## src/rtl/ps2_param_loader.sv

```systemverilog
// PS/2 keypad loader for a bank of programmable gain registers.
// Decimal digits accumulate into a pending entry (Backspace removes the last
// digit, Esc drops the entry) and Enter commits the saturated value to the
// channel selected by ch_sel. Break sequences (F0 xx) are swallowed so that a
// key release never acts as a keystroke.
//
//  state    | meaning
//  ---------+----------------------------------------------------------
//  ST_MAKE  | decode incoming bytes as key presses
//  ST_BREAK | F0 seen; the next byte is the released key and is dropped
module ps2_param_loader #(
    parameter int N_CH       = 3,
    parameter int W          = 2,
    parameter int MAX_DIGITS = 3,
    parameter int ACC_W      = 10,
    parameter int CH_W       = 2,
    parameter int DC_W       = $clog2(MAX_DIGITS + 1)
) (
    input  logic              clk,
    input  logic              rst,
    input  logic [7:0]        rx_data,
    input  logic              rx_done_tick,
    input  logic [CH_W-1:0]   ch_sel,
    input  logic              clr,
    output logic [N_CH*W-1:0] gains,
    output logic              wr_tick,
    output logic              err_tick,
    output logic              entry_active,
    output logic [DC_W-1:0]   digit_cnt
);

    localparam logic [7:0] KEY_BREAK = 8'hF0;
    localparam logic [7:0] KEY_EXT   = 8'hE0;
    localparam logic [7:0] KEY_ENTER = 8'h5A;
    localparam logic [7:0] KEY_ESC   = 8'h76;
    localparam logic [7:0] KEY_BS    = 8'h66;
    localparam int         MAX_GAIN  = (2 ** W) - 1;

    typedef enum logic {
        ST_MAKE  = 1'b0,
        ST_BREAK = 1'b1
    } state_t;

    state_t              state_q, state_d;
    logic [ACC_W-1:0]    acc_q, acc_d;
    logic [DC_W-1:0]     cnt_q, cnt_d;
    logic [N_CH*W-1:0]   gains_q, gains_d;
    logic                wr_q, wr_d;
    logic                err_q, err_d;

    logic                dig_vld;
    logic [3:0]          dig_val;
    logic [W-1:0]        sat_val;
    logic                ch_ok;

    // Map set-2 make codes of the number row to their decimal value.
    always_comb begin
        dig_vld = 1'b1;
        dig_val = 4'd0;
        case (rx_data)
            8'h45:   dig_val = 4'd0;
            8'h16:   dig_val = 4'd1;
            8'h1E:   dig_val = 4'd2;
            8'h26:   dig_val = 4'd3;
            8'h25:   dig_val = 4'd4;
            8'h2E:   dig_val = 4'd5;
            8'h36:   dig_val = 4'd6;
            8'h3D:   dig_val = 4'd7;
            8'h3E:   dig_val = 4'd8;
            8'h46:   dig_val = 4'd9;
            default: dig_vld = 1'b0;
        endcase
    end

    // Value committed on Enter: the entry clamped to the register range.
    always_comb begin
        sat_val = acc_q[W-1:0];
        if (acc_q > ACC_W'(MAX_GAIN)) begin
            sat_val = '1;
        end
        ch_ok = (int'(ch_sel) < N_CH);
    end

    // Next-state logic: clr wins over any byte, BREAK swallows one byte.
    always_comb begin
        state_d = state_q;
        acc_d   = acc_q;
        cnt_d   = cnt_q;
        gains_d = gains_q;
        wr_d    = 1'b0;
        err_d   = 1'b0;
        if (clr) begin
            state_d = ST_MAKE;
            acc_d   = '0;
            cnt_d   = '0;
            gains_d = '0;
        end else if (rx_done_tick) begin
            if (state_q == ST_BREAK) begin
                state_d = ST_MAKE;
            end else if (rx_data == KEY_BREAK) begin
                state_d = ST_BREAK;
            end else if (dig_vld) begin
                if (cnt_q < DC_W'(MAX_DIGITS)) begin
                    acc_d = (acc_q * ACC_W'(10)) + ACC_W'(dig_val);
                    cnt_d = cnt_q + DC_W'(1);
                end
            end else begin
                case (rx_data)
                    KEY_BS: begin
                        if (cnt_q != '0) begin
                            acc_d = acc_q / ACC_W'(10);
                            cnt_d = cnt_q - DC_W'(1);
                        end
                    end
                    KEY_ESC: begin
                        acc_d = '0;
                        cnt_d = '0;
                    end
                    KEY_ENTER: begin
                        if (cnt_q != '0) begin
                            if (ch_ok) begin
                                for (int k = 0; k < N_CH; k++) begin
                                    if (int'(ch_sel) == k) begin
                                        gains_d[k*W +: W] = sat_val;
                                    end
                                end
                                wr_d = 1'b1;
                            end else begin
                                err_d = 1'b1;
                            end
                            acc_d = '0;
                            cnt_d = '0;
                        end
                    end
                    KEY_EXT: begin
                        state_d = state_q;
                    end
                    default: begin
                        state_d = state_q;
                    end
                endcase
            end
        end
    end

    // State and output registers.
    always_ff @(posedge clk or posedge rst) begin
        if (rst) begin
            state_q <= ST_MAKE;
            acc_q   <= '0;
            cnt_q   <= '0;
            gains_q <= '0;
            wr_q    <= 1'b0;
            err_q   <= 1'b0;
        end else begin
            state_q <= state_d;
            acc_q   <= acc_d;
            cnt_q   <= cnt_d;
            gains_q <= gains_d;
            wr_q    <= wr_d;
            err_q   <= err_d;
        end
    end

    assign gains        = gains_q;
    assign wr_tick      = wr_q;
    assign err_tick     = err_q;
    assign digit_cnt    = cnt_q;
    assign entry_active = (cnt_q != '0);

endmodule

```

## config.mk

```make
export PLATFORM = sky130hd
export DESIGN_NAME = ps2_param_loader
export DESIGN_NICKNAME = d
export VERILOG_FILES = /design/src/rtl/ps2_param_loader.sv
export SDC_FILE = /design/constraint.sdc
export NUM_CORES = 1
export LEC_CHECK = 0
export BUFFER_PORTS_ARGS = -buffer_cell sky130_fd_sc_hd__buf_2
export CAP_MARGIN = 20
export CORE_MARGIN = 2
export CORE_UTILIZATION = 47
export CTS_CLUSTER_SIZE = 8
export DETAILED_ROUTE_END_ITERATION = 12
export PLACE_DENSITY = 0.73
export SLEW_MARGIN = 40
export SYNTH_ARGS = -nofsm -noshare
export SYNTH_HDL_FRONTEND = slang
export SYNTH_SLANG_ARGS = --single-unit
```

## constraint.sdc

```tcl
create_clock -name clk -period 4.97 [get_ports clk]
set_input_delay 0 -clock clk [delete_from_list [all_inputs] [get_ports clk]]
set_output_delay 0 -clock clk [all_outputs]
set_load 0.05 [all_outputs]
```

=== Word level (Yosys, flattened, before mapping) ===
Index checks and enable logic that the tools add are counted.

* Logic and storage cells: 105
* Register bits: 21
* Bits of input ports: 14
* Output and inout bits: 11

* Reductions and logical operators: 15
* Eq/ne operators: 22
* Multiplexer cells: 52
* Add/sub/neg operators: 3
* Order comparisons: 3
* Multipliers: 1
* Div/mod/pow operators: 1

{| class="wikitable"
|+ Operator list
! kind !! count
|-
| 2-to-1 mux 10 bit || 8
|-
| equality test 8 x 6 -> 1 bit, second input constant || 6
|-
| 2-to-1 mux 6 bit || 8
|-
| equality test 8 x 7 -> 1 bit, second input constant || 5
|-
| case mux 4 bit (9 select lines) || 1
|-
| case mux 10 bit (3 select lines) || 1
|-
| 2-to-1 mux 2 bit || 12
|-
| AND reduction 8 bit || 3
|-
| 2-to-1 mux 1 bit || 21
|-
| equality test 8 x 5 -> 1 bit, second input constant || 2
|-
| nonzero test 2 bit || 8
|-
| adder 10 x 4 -> 10 bit || 1
|-
| divider 10 x 4 -> 10 bit, second input constant || 1
|-
| greater-than comparator 10 x 2 -> 1 bit, second input constant || 1
|-
| multiplier 10 x 3 -> 9 bit, second input constant || 1
|-
| OR reduction 10 bit || 1
|-
| equality test 8 bit, second input constant || 1
|-
| inequality test 4 bit, second input constant || 2
|-
| AND reduction 7 bit || 1
|-
| inequality test 2 bit, second input constant || 3
|-
| case mux 2 bit (3 select lines) || 1
|-
| nonzero test 5 bit || 1
|-
| equality test 2 bit, second input constant || 2
|-
| < comparator 2 bit, second input constant || 2
|-
| other kinds (4) || 4
|}

=== Longest topological paths before layout ===
* Word-level depth: 11
* Gate-level depth with buffers: 13
* Gate-level depth less buffers: 12

=== Worst setup path before layout ===
No wires, ideal clock.

* Path kind: reg2reg
* Start point: register cnt_q[0], in the netlist digit_cnt[0]
* End point: register acc_q[9]
* Cell stages (with the launch flop): 10
* Data required time: 4850 ps
* Period minus slack after synthesis: 2533 ps
* Slack: 2437 ps
* Library setup time: 120 ps
* Arrival: 2413 ps
* Path buffers: 1
* Cells stage by stage: dfrtp_1 -> inv_1 -> ha_1 -> inv_1 -> a21oi_1 -> a2111oi_2 -> a2bb2oi_2 -> buf_4 -> nor2_1 -> a31o_1

* Cells in the longest elaborated chain, start to end: 3
* Elaborated cells on any way between the ends: 6
* Classes of those cells: 1 x order compare; 3 x eq/ne; 2 x reduce/logical

{| class="wikitable"
|+ Ends and longest elaborated chain
! what !! line !! RTL
|-
| start, declared || 46 || <nowiki>logic [DC_W-1:0] cnt_q, cnt_d;</nowiki>
|-
| start signal, assigned || 158 || <nowiki>cnt_q <= cnt_d;</nowiki>
|-
| nonzero test 2 bit * || n/a ||
|-
| via entry_active || 28 || <nowiki>output logic entry_active,</nowiki>
|-
| inequality test 4 bit (no line) || n/a ||
|-
| AND reduction 7 bit (no line) * || n/a ||
|-
| end signal, assigned || 150 || <nowiki>acc_q <= '0;</nowiki>
|-
| end signal, assigned || 157 || <nowiki>acc_q <= acc_d;</nowiki>
|-
| end, declared || 45 || <nowiki>logic [ACC_W-1:0] acc_q, acc_d;</nowiki>
|}

Mark *: on every way through the listed nets, which the timed path passes. The rest lies on a longest branch.
A chain may end at the register's enable or synchronous reset.

=== Final worst setup path ===
* Start point: register acc_q[4]
* End point: register acc_q[9]

* Cells in the longest elaborated chain, start to end: 8
* Elaborated cells on any way between the ends: 11
* Classes of those cells: 1 x add/sub; 1 x mul; 1 x div; 8 x mux

{| class="wikitable"
|+ Ends and longest elaborated chain
! what !! line !! RTL
|-
| divider 10 x 4 -> 10 bit or multiplier 10 x 3 -> 9 bit (tied branches) || 111, 104 ||
|-
| 2-to-1 mux 10 bit or adder 10 x 4 -> 10 bit (tied branches) || 110, 104 ||
|-
| case mux 10 bit (3 select lines) or 2-to-1 mux 10 bit (tied branches) || 108, 103 ||
|-
| 2-to-1 mux 10 bit * || 102 || <nowiki>end else if (dig_vld) begin</nowiki>
|-
| 2-to-1 mux 10 bit * || 100 || <nowiki>end else if (rx_data == KEY_BREAK) begin</nowiki>
|-
| 2-to-1 mux 10 bit * || 98 || <nowiki>if (state_q == ST_BREAK) begin</nowiki>
|-
| 2-to-1 mux 10 bit * || 97 || <nowiki>end else if (rx_done_tick) begin</nowiki>
|-
| 2-to-1 mux 10 bit * || 92 || <nowiki>if (clr) begin</nowiki>
|}

Mark *: on every way between the ends. The rest lies on a longest branch, timed or not. The select of a mux whose other input is x is not followed.

==> summary.md <==
| Metric | Value |
|---|---|
| Pwr Total | 0.521 mW |
| Rows | 26 |
| Post-DP HPWL | 4230 um |
| Async SR Flop Fraction | 100% |
| # Post-CTS Setup Buffers | 0 |
| Final Hold Fails | 0 |
| CP max FO | 25 |
| Setup WS post-layout | 2060 ps |
| Drt via density | 5.90 |
| Int Pwr | 0.312 mW |
| Yosys reg bits | 21 |
| DR iter-0 viols | 406 |
| # Max-Cap Violations | 0 |
| Worst Tran Pin Value | 749 ps |
| Fin. max-slew vios | 0 |
| Synthesized net count | 342 |
| First-pass GRT wire length | 9810 um |
| Data arrival, critical path | 3080 ps |
| Post-synth EDFFs | 0 |
| Fraction of layout cells with a size suffix above 1 | 14.9% |
| Worst clock skew | 4.19 ps |
| Fmax | 343 MHz |
| Diodes inserted | 0 |
| Post-Route Utilization | 53.1% |
| Area growth syn-to-layout | 8.19% |
| Critical path class | reg2reg |
| Largest net degree at the start of global routing | 26 |
| Worst-skew pair later-pin latency | 270 ps |
| Ys flop type | dfrtp_1 |
| Placeable Area | 5140 um^2 |
| Pwr/cell area | 191 nW/um^2 |
| Critical Path End Type | flip-flop |
| Overflow after GRT | 0 |
| Vias in the first global route | 2100 |
| Root buf cell | clkbuf_8 |
| VDD IR-drop max | 114 uV |
| Avg Cell Area, Syn | 8.13 um^2 |
| Final ANT Viol Nets | 0 |
| I/O pins | 25 |
| Most frequent cells in the layout | a21oi_1, buf_2, nor2_1, dfrtp_1 |
| RSZ-0062 raised after global routing | no |
| Routability cong. | 0.941 |
| Final min period | 2910 ps |
| Final nets | 356 |
| Initial Utilization | 49.1% |
| R2R depth | 9 |
| Clock share of power | 23.2% |
| CTS clk-pin slew, worst paths | 90 ps |
| Fillers | 502 |
| Hold depth | 3 |
| Crit share post-route | 58.6% |
| Worst Setup Start Kind | flip-flop |
| Leak pwr | 1.17 nW |
| Initial antenna violation count | 0 |
| Drt wl/cell | 14.3 um |
| Post-route DRC | 0 |
| Die height | 77.2 um |
| Type of the tightest min-delay check | in2reg |
| Gr usage total | 19.8% |
| Mapped Cells | 310 |
| Status | complete, no violations |
| H-tree levels | 1 |
| Slew HR | 50.1% |
| Sequential-to-total area share from yosys stat | 20.8% |
| Sequential Power Share | 39.4% |
| Switching part of the total | 40.2% |
| Worst slack at placement | 2040 ps |
| Combinational power share | 37.4% |
| Clock Path Buffers | 2 |
| CTS tree | done |
| Number of CTS-inserted buffers | 3 |
| Data required, critical path | 5140 ps |
| Mapped cell area | 2520 um^2 |
| DR pass1 iterations | 5 |
| P_sw | 0.209 mW |
| Die X | 77.2 um |
| Die ar. | 5970 um^2 |
| # port buffers | 24 |
| Synth unique cells | 71 |
| WL final | 5640 um |
| Synth warnings | 0 |
| Via count | 2318 |
| Sum of negative setup slack | 0 ps |
| Clk sink count | 21 |
| # setup viols final | 0 |
## power groups by stage
stage / Combinational [mW] / Sequential (mW) / Clock [mW]
floorplan: 0.112 / 0.246 / 0
global placement: 0.190 / 0.209 / 0
detailed placement: 0.194 / 0.208 / 0
CTS: 0.196 / 0.205 / 0.122
global route: 0.213 / 0.208 / 0.129
finish: 0.195 / 0.205 / 0.121
## path summary, 6_finish.rpt
check	from	slack, ps	end
min in group asynchronous	rst	270	gains[3]$_DFFE_PP0P_
hold / removal	rx_done_tick	6	state_q$_DFFE_PP0N_
hold reg to reg	gains[3]$_DFFE_PP0P_	490	gains[3]$_DFFE_PP0P_
setup reg to reg	acc_q[4]$_DFFE_PP0P_	2060	acc_q[9]$_DFFE_PP0P_
setup / recovery	acc_q[4]$_DFFE_PP0P_	2060	acc_q[9]$_DFFE_PP0P_
max in group asynchronous	rst	4380	acc_q[6]$_DFFE_PP0P_
## final cells by class
type / count / area (um^2) / area share (%)
flip-flops and latches: 21 / 526 / 19.3
multi-input cells: 249 / 1830 / 67.2
inverters: 22 / 82.6 / 3.03
well taps: 70 / 87.6 / 3.21
repair buffers: 27 / 150 / 5.50
clock inverters: 1 / 7.51 / 0.275
clock buffers: 3 / 41.3 / 1.51
## worst max-delay path, stage by stage, from the launching register on
cell and delay (ps):
dfrtp_1 670, ha_1 450, inv_1 60, fa_1 460
xnor2_1 280, and4b_1 280, nand3_1 110, xnor2_1 210
xnor2_1 90, a31o_1 210
## synth_stat cells, types with 5 or more instances
cell	count	share of area (%)
nor3b_1	8	2.4
a31oi_1	6	1.5
o21ai_1	7	1.4
buf_2	10	2.0
dfrtp_1	21	21
mux2_2	7	3.1
nand2_1	19	2.8
nand2b_1	12	3.0
xnor2_1	14	4.9
ha_1	16	7.9
o21ai_0	7	1.4
xor2_1	5	1.7
inv_1	20	3.0
nand3_1	14	2.8
a21oi_1	24	4.8
o22ai_1	5	1.2
nor2_1	23	3.4
a21o_1	5	1.5
nor3_1	5	0.99
## repair_timing
action,4_1_cts,5_1_grt
hold buffers,3,0
resized for setup,0,0
hold endpoints to repair,22,0
endpoints found under the setup margin,0,0
## through the flow
step | hold WS, ps | instance area [um^2] | instances
CTS | 4.13 | 2730 | 393
global placement | 206 | 2640 | 386
finish | 6.01 | 2730 | 393
detailed placement | 42.9 | 2650 | 386
global route | 12.9 | 2730 | 393
floorplan | -23.5 | 2520 | 310
## cell families (layout without fill, tap and decap cells)
| group | Yosys count | after routing | share of synthesized area, % |
|---|---|---|---|
| AO/OA/AOI/OAI | 84 | 84 | 23.0 |
| XOR/XNOR | 21 | 21 | 7.89 |
| adder cells (fa/ha/maj) | 19 | 19 | 9.98 |
| buffers and inverters | 40 | 53 | 6.90 |
| flip-flops | 21 | 21 | 20.8 |
| multiplexers | 15 | 15 | 6.50 |
| AND/OR/NAND/NOR | 110 | 110 | 24.9 |
## sequential cells by signal, summed over array words and instances, names as in the netlist
signal,flops
state_q,1
err_tick,1
acc_q,10
digit_cnt,2
gains,6
wr_tick,1
## per-layer routing
layer	wire (um)	track usage, %	part of all wire [%]	vias up
li1	-	-	-	1162
met1	2700	29.8	48	1079
met2	2550	30.3	45	71
met3	330	2.47	5.9	6
met4	62	3.93	1.1	0
met5	0	0	0	-
Note: power is estimated with default switching activity, not from simulation.
